## src/rtl/if_stage_pkg.sv

```systemverilog
//==============================================================================
// Module      : if_stage_pkg
// Description : Shared constants for the MIPS instruction-fetch stage.
// Revision    : 1.0 - initial release
//==============================================================================
`default_nettype none

package if_stage_pkg;

    localparam logic [31:0] RESET_PC  = 32'h0000_3000;
    localparam logic [31:0] IM_BASE   = 32'h0000_3000;
    localparam int          IM_DEPTH  = 4096;
    localparam logic [31:0] NOP_INSTR = 32'h0000_0000;
    // Cause code reported downstream alongside d_exc.
    localparam logic [4:0]  EXC_ADEL  = 5'd4;

endpackage

`default_nettype wire

```

## src/rtl/if_stage_pc_reg.sv

```systemverilog
//==============================================================================
// Module      : if_stage_pc_reg
// Description : Program counter with async active-low reset, hold and redirect.
// Revision    : 1.0 - initial release
//==============================================================================
`default_nettype none

module if_stage_pc_reg
    import if_stage_pkg::*;
#(
    parameter logic [31:0] RESET_PC = if_stage_pkg::RESET_PC
) (
    input  logic        clk,
    input  logic        reset,
    input  logic        hold,
    input  logic        redirect,
    input  logic [31:0] redirectPc,
    output logic [31:0] pc
);

    logic [31:0] r_pc;

    // Sequential PC; +4 wraps modulo 2^32 and redirect targets are taken as-is.
    always_ff @(posedge clk or negedge reset) begin
        if (!reset) begin
            r_pc <= RESET_PC;
        end else if (!hold) begin
            r_pc <= redirect ? redirectPc : (r_pc + 32'd4);
        end
    end

    assign pc = r_pc;

endmodule

`default_nettype wire

```

## src/rtl/if_stage.sv

```systemverilog
//==============================================================================
// Module      : if_stage
// Description : MIPS instruction fetch: PC, IM address and IF/ID register.
//               Optional fetch address check enabled by IF_ADDR_CHECK_EN.
// Revision    : 1.0 - initial release
//==============================================================================
`default_nettype none

module if_stage
    import if_stage_pkg::*;
#(
    parameter logic [31:0] RESET_PC = if_stage_pkg::RESET_PC,
    parameter logic [31:0] IM_BASE  = if_stage_pkg::IM_BASE,
    parameter int          IM_DEPTH = if_stage_pkg::IM_DEPTH
) (
    input  logic        clk,
    input  logic        reset,
    input  logic        stall,
    input  logic        flush,
    input  logic        redirect,
    input  logic [31:0] redirect_pc,
    output logic [31:0] imem_addr,
    input  logic [31:0] imem_rdata,
    output logic [31:0] d_instr,
    output logic [31:0] d_pc,
    output logic [31:0] d_pc8,
    output logic        d_valid,
    output logic        d_exc
);

    logic [31:0] w_pc;
    logic [31:0] w_pcPlus8;
    logic [31:0] w_fetchInstr;
    logic        w_addrErr;

    logic [31:0] r_instr;
    logic [31:0] r_pc;
    logic [31:0] r_pc8;
    logic        r_valid;
    logic        r_exc;

    // A flush during stall is exception entry, so the PC must still move.
    if_stage_pc_reg #(
        .RESET_PC   (RESET_PC)
    ) u_pcReg (
        .clk        (clk),
        .reset      (reset),
        .hold       (stall && !flush),
        .redirect   (redirect),
        .redirectPc (redirect_pc),
        .pc         (w_pc)
    );

    assign imem_addr = w_pc;
    assign w_pcPlus8 = w_pc + 32'd8;

`ifdef IF_ADDR_CHECK_EN
    localparam logic [32:0] c_imLimit = {1'b0, IM_BASE} + (33'(IM_DEPTH) << 2);

    assign w_addrErr = (w_pc[1:0] != 2'b00) || (w_pc < IM_BASE) ||
                       ({1'b0, w_pc} >= c_imLimit);

    logic w_unusedParams;
    assign w_unusedParams = ^EXC_ADEL;
`else
    assign w_addrErr = 1'b0;

    logic w_unusedParams;
    assign w_unusedParams = ^{EXC_ADEL, IM_BASE, IM_DEPTH};
`endif

    assign w_fetchInstr = w_addrErr ? NOP_INSTR : imem_rdata;

    always_ff @(posedge clk or negedge reset) begin
        if (!reset) begin
            r_instr <= NOP_INSTR;
            r_pc    <= 32'd0;
            r_pc8   <= 32'd0;
            r_valid <= 1'b0;
            r_exc   <= 1'b0;
        end else if (flush) begin
            r_instr <= NOP_INSTR;
            r_pc    <= 32'd0;
            r_pc8   <= 32'd0;
            r_valid <= 1'b0;
            r_exc   <= 1'b0;
        end else if (!stall) begin
            r_instr <= w_fetchInstr;
            r_pc    <= w_pc;
            r_pc8   <= w_pcPlus8;
            r_valid <= 1'b1;
            r_exc   <= w_addrErr;
        end
    end

    assign d_instr = r_instr;
    assign d_pc    = r_pc;
    assign d_pc8   = r_pc8;
    assign d_valid = r_valid;
    assign d_exc   = r_exc;

endmodule

`default_nettype wire

```

## config.mk

```make
export PLATFORM = sky130hd
export DESIGN_NAME = if_stage
export DESIGN_NICKNAME = d
export VERILOG_FILES = /design/src/rtl/if_stage_pkg.sv /design/src/rtl/if_stage_pc_reg.sv /design/src/rtl/if_stage.sv
export SDC_FILE = /design/constraint.sdc
export NUM_CORES = 1
export LEC_CHECK = 0
export CORE_ASPECT_RATIO = 1.5
export CORE_MARGIN = 2
export CORE_UTILIZATION = 47
export DETAILED_ROUTE_END_ITERATION = 10
export GPL_TIMING_DRIVEN = 0
export PLACE_DENSITY = 0.8
export SLEW_MARGIN = 20
export SYNTH_ARGS = -nofsm -noshare
export SYNTH_HDL_FRONTEND = slang
export SYNTH_SLANG_ARGS = --single-unit
```

## constraint.sdc

```tcl
create_clock -name clk -period 2.2 [get_ports clk]
set_input_delay 0.44 -clock clk [delete_from_list [all_inputs] [get_ports clk]]
set_output_delay 0.44 -clock clk [all_outputs]
set_load 0.02 [all_outputs]
```

# Word level (Yosys, flattened, before mapping)
# Cells that the tools add are included.
totals:
  regBits: 130
  input_bits: 69
  output_inout_bits: 130
  word_cells: 22
classes:
  addsub: 2
  n_eq_ne: 1
  mux: 11
  reduce_logical: 2
ops:
  columns: ["op", "count"]
  rows:
  - ["two-way mux 32 bit", 7]
  - ["adder 32 x 3 -> 32 bit, second input constant", 1]
  - ["adder 32 x 4 -> 32 bit, second input constant", 1]
  - ["two-way mux 1 bit", 4]
  - ["inequality test 2 x 1 -> 1 bit, second input constant", 1]
  - ["logical AND 1 bit", 1]
  - ["logical NOT 1 bit", 1]

# Depth between registers and ports, before layout
logic_depth:
  ltp_word: 3
  mapped_depth: 7
  ltp_nobuf: 6

# Cells and area by module
# From an unflattened synthesis, not the netlist that was laid out.
hier_totals:
  cells_unflattened: 670
  hier_area_um2: 6392.4
by_module_without_submodules:
  columns: ["module", "instances", "cells_per_inst", "area_per_inst_um2"]
  rows:
  - ["if_stage", 1, 428, 4403.0]
  - ["if_stage_pc_reg", 1, 242, 1989.4]

# Least setup slack after synthesis
# Ideal clock, no wire load.
synth_path:
  path_kind: "reg2reg"
  from: "reg u_pcReg.r_pc[4] (netlist: u_pcReg.pc[4])"
  to: "reg u_pcReg.r_pc[23] (netlist: u_pcReg.pc[23])"
  setup_time_ns: 0.069
  t_arrival_ns: 1.809
  path_slack_ns: 0.322
  path_stages_with_launch: 7
  synth_period_minus_slack_ns: 1.878
  path_cell_list: "dfrtp_1 ha_1 nand2_1 nor2_1 nand2_2 or4_1 nand3_1"
synth_via:
  elab_chain_cells: 2
synth_rtl:
  columns: ["element", "line_no", "rtl"]
  rows:
  - ["start: declaration", "if_stage_pc_reg.sv:21", "logic [31:0] r_pc;"]
  - ["start signal: assignment", "if_stage_pc_reg.sv:28", "r_pc <= redirect ? redirectPc : (r_pc + 32'd4);"]
  - ["adder 32 x 3 -> 32 bit", "if_stage_pc_reg.sv:28", null]
  - ["two-way mux 32 bit", "if_stage_pc_reg.sv:28", null]
# Every way passes these cells.
# A chain may end at the register's enable or synchronous reset.

# Worst setup path after layout
layout_path:
  from: "reg u_pcReg.r_pc[4] (netlist: u_pcReg.pc[4])"
  to: "reg u_pcReg.r_pc[21] (netlist: u_pcReg.pc[21])"
# The elaborated chain is that of the path after synthesis.

==> results_dict.tcl <==
set metrics [dict create \
    synth_area_leaders "dfrtp_1 (48%), mux2i_1 (11%), nor2_1 (5.9%), a21oi_1 (3.1%), xnor2_1 (2.3%)" \
    path_clk_slew_ps 60 \
    finalHoldViolCount 0 \
    critPathKind "register to register" \
    globalRouteTotalUtil_pct 27.69 \
    ios 199 \
    cts_setup_buffers 0 \
    fill_cells 1113 \
    grt_pass1_wl_mm 31.73 \
    postLayoutCellArea_sq_um 9311 \
    syn-num-nets 750 \
    yosysUniqueCellTypes 53 \
    ir_worst_vdd_v 0.0004919 \
    drt.antenna.violating_nets 0 \
    synth-edff-count 0 \
    fin_ws_ps 52.01 \
    yosysWarnings 0 \
    clkSinkCount 126 \
    num_rows 52 \
    synth_top_area_share_pct 47.74 \
    slowest_delay_ps 540 \
    synthMuxAreaShare_pct 11.74 \
    async_flop_share_pct 100.0 \
    synthFlopType "dfrtp_1" \
    yosys-top-cells-count "dfrtp_1 (124), nor2_1 (103), mux2i_1 (74)" \
    dp_slack_ps -141.1 \
    route.detailed.drc 0 \
    final_layout_size_suffix_gt1_share_pct 8.609 \
    worstSkewPairLatency_ps 420 \
    synth_area_sq_um 6500 \
    core_area_sq_um 13530 \
    dp_hpwl_mm 14.86 \
    worst_setup_path_start_kind "register" \
    routed_wl_mm 20.52 \
    whs_ps 505.1 \
    diodes 0 \
    globalRoute.totalOverflow 0 \
    dp.cells 1036 \
    maxSlewViolCount 0 \
    critPathSlowestCell "dfrtp_1" \
    grt_max_degree 88 \
    final_util_pct 68.81 \
    start_util_pct 48.03 \
    tightest_slew_ps 780.7 \
    holdCritPathClass "input pin to async pin" \
    crit_chain "ha_1, nand2_1, nor3_2, nand4_1, a311o_1" \
    antenna_found_initial 0 \
    cp.required_ps 2490 \
    place_area_sq_um 8677 \
    rsz0062_at_grt "true" \
    cts-htree-levels 4 \
    cts_buffer_depth 2 \
    cts_tree "yes" \
    fin_crit_sh_pct 97.64 \
    synth_top_family_by_area "simple AND/OR/NAND/NOR gates" \
    area_delta_synth_final_pct 43.25 \
    synth_area_leader_cell "dfrtp_1" \
    status "finished, final reports clean" \
    ctsRootBufferMaster "clkbuf_16" \
    synth.avg_cell_area_sq_um 9.573 \
    die_y_microns 148.0 \
    synth_simple_gate_area_share_pct 19.40 \
    viasPerCell 5.691 \
    first_pass_iters 5 \
    nets 965 \
    synth_fa_ha_area_share_pct 0.3850 \
    cap_viol_max_count 0 \
    grt_pass1_vias 5855 \
    critical_path_arrival_ps 2440 \
    cp.buffers_inverters 0 \
    cpLargestDelayFamily "simple AND/OR/NAND/NOR gates" \
    die_area_sq_um 14810 \
    finalSetupViolCount 0 \
    cellPowerDensity_nw_per_um2 797.9 \
    synth-seq-area-share_pct 48.55 \
    synth.most_common_cell "dfrtp_1" \
    slew_headroom_pct 47.95 \
    numCtsBuffers 17 \
    fmax_mhz 465.6 \
    syn_inst 679 \
    io_buffer_count 194 \
    period_needed_ps 2148 \
    gp_congestion 0.9206 \
    synthXorXnorAreaFrac_pct 3.369 \
    final_cells 1068 \
    vias 6078 \
    endpoint_kind "register" \
    synth-compound-area-share_pct 10.55 \
    die_w_microns 100.0 \
    first_iter_violations 467 \
    cp_max_fo 9 \
    power_leakage_uw 0.004006 \
    route.detailed.wl_per_inst_microns 19.22 \
    ys_ff_latch 126 \
    fin_worst_skew_ps 9.803 \
]
[state kept, by name (all words and copies together), names as in the netlist]
name and cells:
d_instr 32, d_pc 32, u_pcReg.pc 32, d_pc8 29
d_valid 1
[report_power, final]
| group | total [uW] | leakage (uW) | internal, uW | switching, uW |
|---|---|---|---|---|
| combinational | 1800 | 0.00211 | 796 | 1010 |
| sequential | 2720 | 0.00161 | 2530 | 187 |
| clock | 2910 | 0.000285 | 1880 | 1030 |
| total | 7430 | 0.00401 | 5210 | 2220 |
[layout make-up]
cell class / count / area (sq um) / share of cell area (%)
plain buffers: 70 / 311.5 / 3.346
repair buffers: 196 / 1984 / 21.31
clock buffers: 19 / 432.9 / 4.649
inverters: 21 / 78.83 / 0.8465
multi-input cells: 462 / 2973 / 31.93
well taps: 162 / 202.7 / 2.177
clock inverters: 12 / 170.2 / 1.827
flip-flops and latches: 126 / 3158 / 33.92
[metal layers]
layer  global-route usage (%)  routed length, microns
met1                    33.89                    7838
met2                    48.24                   10640
met5                        0                       0
met4                    12.40                     788
met3                    3.735                    1252
[path summary, 6_finish.rpt]
check / startpoint / depth (start not counted) / slack [ps] / to
max: u_pcReg.pc[4] / 5 / 50 / u_pcReg.pc[21]
min: reset / 2 / 510 / d_instr[1]
max reg2reg: u_pcReg.pc[4] / 5 / 50 / u_pcReg.pc[21]
min reg2reg: d_instr[31] / 2 / 510 / d_instr[31]
max in group asynchronous: reset / 3 / 930 / u_pcReg.pc[7]
min in group clk: d_instr[31] / 2 / 510 / d_instr[31]
[worst reg2reg max path, stage by stage (launching register included)]
cell     delay (ps)
dfrtp_1         540
ha_1            310
nand2_1         240
nor3_2          380
nand4_1         180
a311o_1         380
[timing repair]
action | in CTS | in global routing
endpoints found under the hold margin | 38 | 0
resized for setup | 3 | 5
endpoints found under the setup margin | 7 | 8
hold buffers | 1 | 0
gates cloned | 0 | 0
[placed cells by master (no fill, tap or decap), types with 7 or more instances in the layout]
cell type	Yosys	final
o21ai_0	22	22
nor2_1	103	102
buf_2	18	19
nand4_1	18	18
xor2_1	8	8
dfrtp_1	124	122
clkbuf_16	0	17
nor3_1	17	17
nor4_1	11	9
a21oi_1	40	40
nor2b_1	7	7
nand3_1	23	23
xnor2_1	17	17
o21a_1	12	12
clkbuf_1	35	36
clkdlybuf4s50_1	0	193
inv_1	20	20
mux2i_1	74	74
buf_1	11	9
o22ai_1	7	7
and3_1	8	8
nand2_1	33	33
[through the flow]
stage,total power (uW),TNS [ps]
6_report,7430,0
2_1_floorplan,3666,0
5_1_grt,7687,-80.51
4_1_cts,7435,0
3_5_place_dp,4534,-1890
3_3_place_gp,4502,-537310
[cells by family after synthesis]
logic type | after synthesis
AOI/OAI and AO/OA | 110
xor gates and xnor gates | 25
adders and majority gates | 2
buffers and inverters | 91
DFF | 126
muxes | 76
other | 1
and+or+nand+nor | 248
Note: power is estimated with default switching activity, not from simulation.
==> variant 1: new RTL, config.mk and constraints unchanged <==
Add a define of `IF_ADDR_CHECK_EN`.
--- a/src/rtl/if_stage.sv
+++ b/src/rtl/if_stage.sv
@@ -5,6 +5,8 @@
 // Revision    : 1.0 - initial release
 //==============================================================================
 `default_nettype none
+
+`define IF_ADDR_CHECK_EN
 
 module if_stage
     import if_stage_pkg::*;
Function: changed (Yosys sat finds a counterexample within 4 cycles, from zero or initial values and one cycle with reset low).
==> variant 1 against the original RTL <==
- routed wire length increased by 4.1%
- sequential cell count increased by 1
- synthesized area increased by 0.42%
- clock power increased by 5%
- die area increased by 0.41%
- combinational power decreased by 11%
- hold slack improved by 0.011 ns
- design area increased by 3.3%
- power decreased by 0.50%
- setup slack got worse by 0.024 ns
==> variant 1: results (changes against the original RTL) <==
Outcome:
- The flow ran to the end, and the final reports show no timing, DRC or antenna violations.

Synth:
- The total of warnings raised by yosys is 0 (unchanged).
- The post-synthesis sequential area ratio is 0.487 (+0.00179).
- In the synthesized netlist, the cells that appear most often are dfrtp_1 (125), nor2_1 (85), nand2_1 (66), a21oi_1 (64), nand3_1 (46).
- The fraction of synthesis flops using an asynchronous set or reset pin is 1.00 (unchanged).
- The number of standard cells after synthesis is 706 (+4.0%).
- The number of distinct library cell variants in the gate-level netlist after synthesis was 54 (+1.9%).
- Yosys attributes the largest share of cell area to dfrtp_1 (48%), mux2i_1 (6.3%), a21oi_1 (4.9%), nor2_1 (4.9%), nand2_1 (3.8%).
- The synthesized net count is 778 (+3.7%).
- The predominant post-synthesis flop cell is dfrtp_1.

Placement:
- The placed wire-length estimate after detailed placement is 15.4 mm (+3.6%).
- The weighted congestion at the end of routability-driven global placement came to 0.939 (+2.0%).
- The count of buffers inserted at the top-level ports is 196 (+1.0%).

GRT:
- The number of antenna violations at the first check in global routing is 0 (unchanged).
- The number of global-route vias before repair was 6,122 (+4.6%).
- The total global routing track utilization came to 0.286 (+0.00868).
- The wire length of the first global-routing pass is 33.0 mm (+4.1%).
- The pin count of the biggest net entering global routing is 79 (-10%).

CTS:
- The root buffer cell chosen for the clock tree is clkbuf_16.
- The H-tree depth is 4 (unchanged).
- The clock slew seen by the registers of the worst setup and hold paths is 0.06 ns (about the same).
- The latest clock arrival within the worst-skew pair is 0.42 ns (about the same).
- The maximum clock path buffer count is 2 (unchanged).

Layout:
- The number of nets in the finished design is 1,001 (+3.7%).
- The fraction of final layout cells with drive strength greater than 1 is 0.108 (+0.0222).
- The number of standard cells in the layout, taps in and fillers out came to 1,104 (+3.4%).

Worst setup path:
- Among cell families on the critical path, the largest total delay comes from buffers and inverters.
- The worst register-to-register path has a setup slack of 0.05 ns.
- The delay of the slowest cell on the worst path is 0.70 ns (+0.16 ns).
- The maximum net fanout on the critical path is 11 (+2).
- The data arrival time of the critical path is 1.73 ns (-0.71 ns).
- The reg-to-reg critical path endpoint is d_pc8[31]$_DFFE_PN0N_.
- The number of cells on the worst reg-to-reg path is 6 (+1).
- The cell with the biggest individual delay on the critical path is clkdlybuf4s50_1.
- The worst reg2reg path startpoint is u_pcReg.pc[12]$_DFFE_PN1N_.

Power:
- The leakage power summed over all cells is 4.04 nW (+0.94%).
- The switching component of the power was 2.15 mW (-3.2%).
- The maximum ir drop on the vdd rail is 0.000458 V (-6.9%).

STA:
- The final hold slack came to 0.517 ns (+0.0115 ns).
- The relative slew slack is 0.475 (-0.00416).
- The largest clock skew in the final design was 0.0105 ns (+0.000654 ns).

Route:
- The detailed-routing iteration count for the pre-antenna-repair pass is 5 (unchanged).
- The average wire per standard cell was 19.4 um (+0.74%).
- The per-cell via count in the routed design is 5.82 (+2.2%).
- The first-iteration detailed-routing DRC count was 517 (+11%).

Worst hold path:
- The worst min-delay path class is in -> async.
variant 1: timing repair:
item,in CTS,in global routing
pin swaps,5,10
endpoints found under the setup margin,65,65
gates resized for setup,15,22
hold buffers,1,0
cloned,0,0
hold endpoints to repair,47,0
buffers inserted,3,11
variant 1: power by group through the flow:
stage	combinational, mW	sequential, mW	clock (mW)
finish	1.61	2.74	3.05
CTS	1.61	2.70	3.06
global route	1.71	2.76	3.17
floorplan	0.629	2.90	0
detailed placement	1.60	2.71	0
global placement	1.58	2.71	0
variant 1: worst max-delay path by stage:
stage | from | to | slack (ns)
final | u_pcReg.pc[18]$_DFFE_PN0N_ | imem_addr[18] | 0.03
after global routing | u_pcReg.pc[8]$_DFFE_PN0N_ | d_pc8[22]$_DFFE_PN0N_ | -0.03
after CTS | u_pcReg.pc[12]$_DFFE_PN1N_ | u_pcReg.pc[24]$_DFFE_PN0N_ | -0.02
after detailed placement | stall | u_pcReg.pc[8]$_DFFE_PN0N_ | -0.68
after global placement | reset | d_pc[25]$_DFFE_PN0N_ | -4.29
after floorplan | u_pcReg.pc[12]$_DFFE_PN1N_ | d_pc8[31]$_DFFE_PN0N_ | 0.10
variant 1: layout make-up:
cell class | count | area, um^2
buffer | 63 | 285
clock buffer | 22 | 484
clock inverter | 10 | 158
fill | 1053 | 3910
inverter | 10 | 37.5
multi-input combinational | 498 | 3130
sequential | 127 | 3190
tap | 162 | 203
timing repair buffer | 212 | 2130
variant 1: cells by family (layout without fill, tap and decap cells):
logic type,Yosys count,count (layout),synth area share
AO/OA/AOI/OAI,141,141,0.126
XOR/XNOR,23,23,0.0309
adder cells (fa/ha/maj),3,3,0.00575
multiplexers,47,47,0.0732
AND/OR/NAND/NOR,284,284,0.224
flip-flops,127,127,0.487
buffers and inverters,81,317,0.0521
variant 1: per-layer routing:
metal,part of all wire,routed length [um],GRT usage,vias up
met4,0.032,682,0.122,0
met2,0.50,10700,0.483,372
met5,0,0,0,-
met1,0.39,8400,0.355,3052
met3,0.074,1590,0.0545,64
li1,-,-,-,2935
variant 1: through the flow:
step / worst slack, ns / instance area (um^2)
detailed placement: -0.677 / 8720
floorplan: 0.105 / 6530
CTS: -0.0167 / 9480
global placement: -4.29 / 8690
finish: 0.0276 / 9620
global route: -0.0345 / 9620
==> variant 2: new RTL, same settings <==
Made on the original files. Make the reset (`reset`) synchronous in 2 clocked blocks. Comments in the files are not updated.
--- a/src/rtl/if_stage_pc_reg.sv
+++ b/src/rtl/if_stage_pc_reg.sv
@@ -21,7 +21,7 @@
     logic [31:0] r_pc;
 
     // Sequential PC; +4 wraps modulo 2^32 and redirect targets are taken as-is.
-    always_ff @(posedge clk or negedge reset) begin
+    always_ff @(posedge clk) begin
         if (!reset) begin
             r_pc <= RESET_PC;
         end else if (!hold) begin
--- a/src/rtl/if_stage.sv
+++ b/src/rtl/if_stage.sv
@@ -71,7 +71,7 @@
 
     assign w_fetchInstr = w_addrErr ? NOP_INSTR : imem_rdata;
 
-    always_ff @(posedge clk or negedge reset) begin
+    always_ff @(posedge clk) begin
         if (!reset) begin
             r_instr <= NOP_INSTR;
             r_pc    <= 32'd0;
Check against the original RTL: differs if reset is asserted again (counterexample within 4 cycles, from zero or initial values and one cycle with reset low); with reset held inactive, the same outputs for 4 cycles.
==> variant 2 against the original RTL <==
- setup slack improved by 0.011 ns
- design area decreased by 5.2%
- synthesized area fell by 7.8%
- hold slack worse by 0.040 ns
- sequential cell count unchanged
- power decreased by 17%
- routed wire length rose by 7.9%
==> variant 2: results (changes against the original RTL) <==
Outcome:
- The flow ran to the end, and the final reports show no timing, DRC or antenna violations.

STA:
- The largest clock skew in the final design was 0.00688 ns (-0.00293 ns).
- The final period demand of the worst path was 2.14 ns (-0.0108 ns).
- The relative slew slack is 0.479 (-0.00101).

Power:
- The part of the power in registers is 0.400 (+0.034).
- The cell-internal power is 4.42 mW (-15%).
- The maximum ir drop on the vdd rail is 0.000507 V (+3.1%).
- The total power is 6.19 mW (-17%).
- The leakage power summed over all cells is 3.22 nW (-20%).

GRT:
- The global-route met3 utilization is 0.0646 (+0.0273).
- The met2 demand-to-capacity share in global routing is 0.509 (+0.0267).
- The wire length of the first global-routing pass came to 32.7 mm (+3.2%).
- The number of global-route vias before repair is 5,938 (+1.4%).

Layout:
- The area used by sequential logic in the layout is 2530 um^2 (-20%).
- The number of nets in the finished design is 991 (+2.7%).
- The number of ordinary and repair buffers in the finished layout is 274 (+3.0%).
- The proportion of cell area occupied by multi-input gates was 0.355 (+0.0358).
- The sequential share of cell area came to 0.287 (-0.0519).
- The clock tree buffer count of the final layout is 18 (-1).
- The number of multi-input logic gates came to 492 (+6.5%).
- The clock network area share is 0.0648 (about the same).
- The non-clock inverter count in the final layout was 9 (-57%).
- The number of filler cells placed in the layout came to 1,022 (-8.2%).

Worst hold path:
- The min-delay analysis places its worst path in the category reg -> reg.

Synth:
- The number of distinct library cell variants in the gate-level netlist after synthesis is 62 (+17%).
- The fraction of synthesis flops using an asynchronous set or reset pin is 0 (-1.00).
- After synthesis, the cell types taking the most area are dfxtp_1 (42%), mux2i_1 (11%), nor2_1 (5.8%), clkbuf_1 (3.4%), o21ai_0 (3.3%).
- The synthesized net count is 774 (+3.2%).
- The predominant post-synthesis flop cell is dfxtp_1.
- After synthesis, the most frequently instantiated cells are dfxtp_1 (126), nor2_1 (93), mux2i_1 (63), clkbuf_1 (54), nand2_1 (45).
- The post-synthesis sequential area ratio is 0.421 (-0.0647).

Route:
- The first-iteration detailed-routing DRC count is 704 (+51%).
- The detailed-routing iteration count for the pre-antenna-repair pass is 6 (+1).
- The per-cell via count in the routed design is 6.01 (+5.7%).
- The detailed-routed wire length on met3 is 2.02 mm (+61%).
- The total vias in the final route is 6,549 (+7.7%).
- The average wire per standard cell is 20.3 um (+5.8%).

Worst setup path:
- The reg-to-reg critical path endpoint is d_pc8[28]$_SDFFE_PP0N_.
- The number of cells on the worst reg-to-reg path was 6 (+1).
- For this design, the slowest cell found on the critical path is or4_4.
- Setup slack on the worst reg-to-reg path comes out at about 0.063 ns.
- The data arrival time of the critical path came to 2.49 ns (+0.05 ns).

Placement:
- The number of placed instances with taps included is 1,053 (+1.6%).
- The worst setup slack before clock tree synthesis is -0.382 ns (-0.241 ns).
- The post-placement cell area is 8130 um^2 (-6.3%).
- The weighted congestion at the end of routability-driven global placement is 1.01 (+9.3%).

Die:
- The number of well-tap cells placed came to 156 (-3.7%).

CTS:
- The count of cells resized by post-cts repair is 6 (+3).
- The count of buffers added by post-CTS timing repair for setup came to 1 (+1).
==> variant 2: cells by family (layout without fill, tap and decap cells) <==
| group | count (synthesis) | in the layout | share of synthesized area |
|---|---|---|---|
| mux | 63 | 63 | 0.105 |
| xor+xnor | 13 | 13 | 0.0190 |
| flops | 126 | 126 | 0.421 |
| simple gates | 259 | 259 | 0.221 |
| other cells | 1 | 1 | 0.000626 |
| buf+inv | 85 | 315 | 0.0624 |
| fa+ha+maj | 2 | 2 | 0.00417 |
| compound gates | 154 | 154 | 0.167 |
==> variant 2: worst min path at each step <==
stage,slack [ns],endpoint
after detailed placement,0.46,d_pc[30]$_SDFFE_PP0N_
after global routing,0.48,d_pc8[7]$_SDFFE_PP0N_
final,0.47,d_pc[30]$_SDFFE_PP0N_
after floorplan,0.45,u_pcReg.pc[0]$_SDFFE_PN0P_
after CTS,0.47,d_pc[30]$_SDFFE_PP0N_
after global placement,0.45,d_pc[30]$_SDFFE_PP0N_
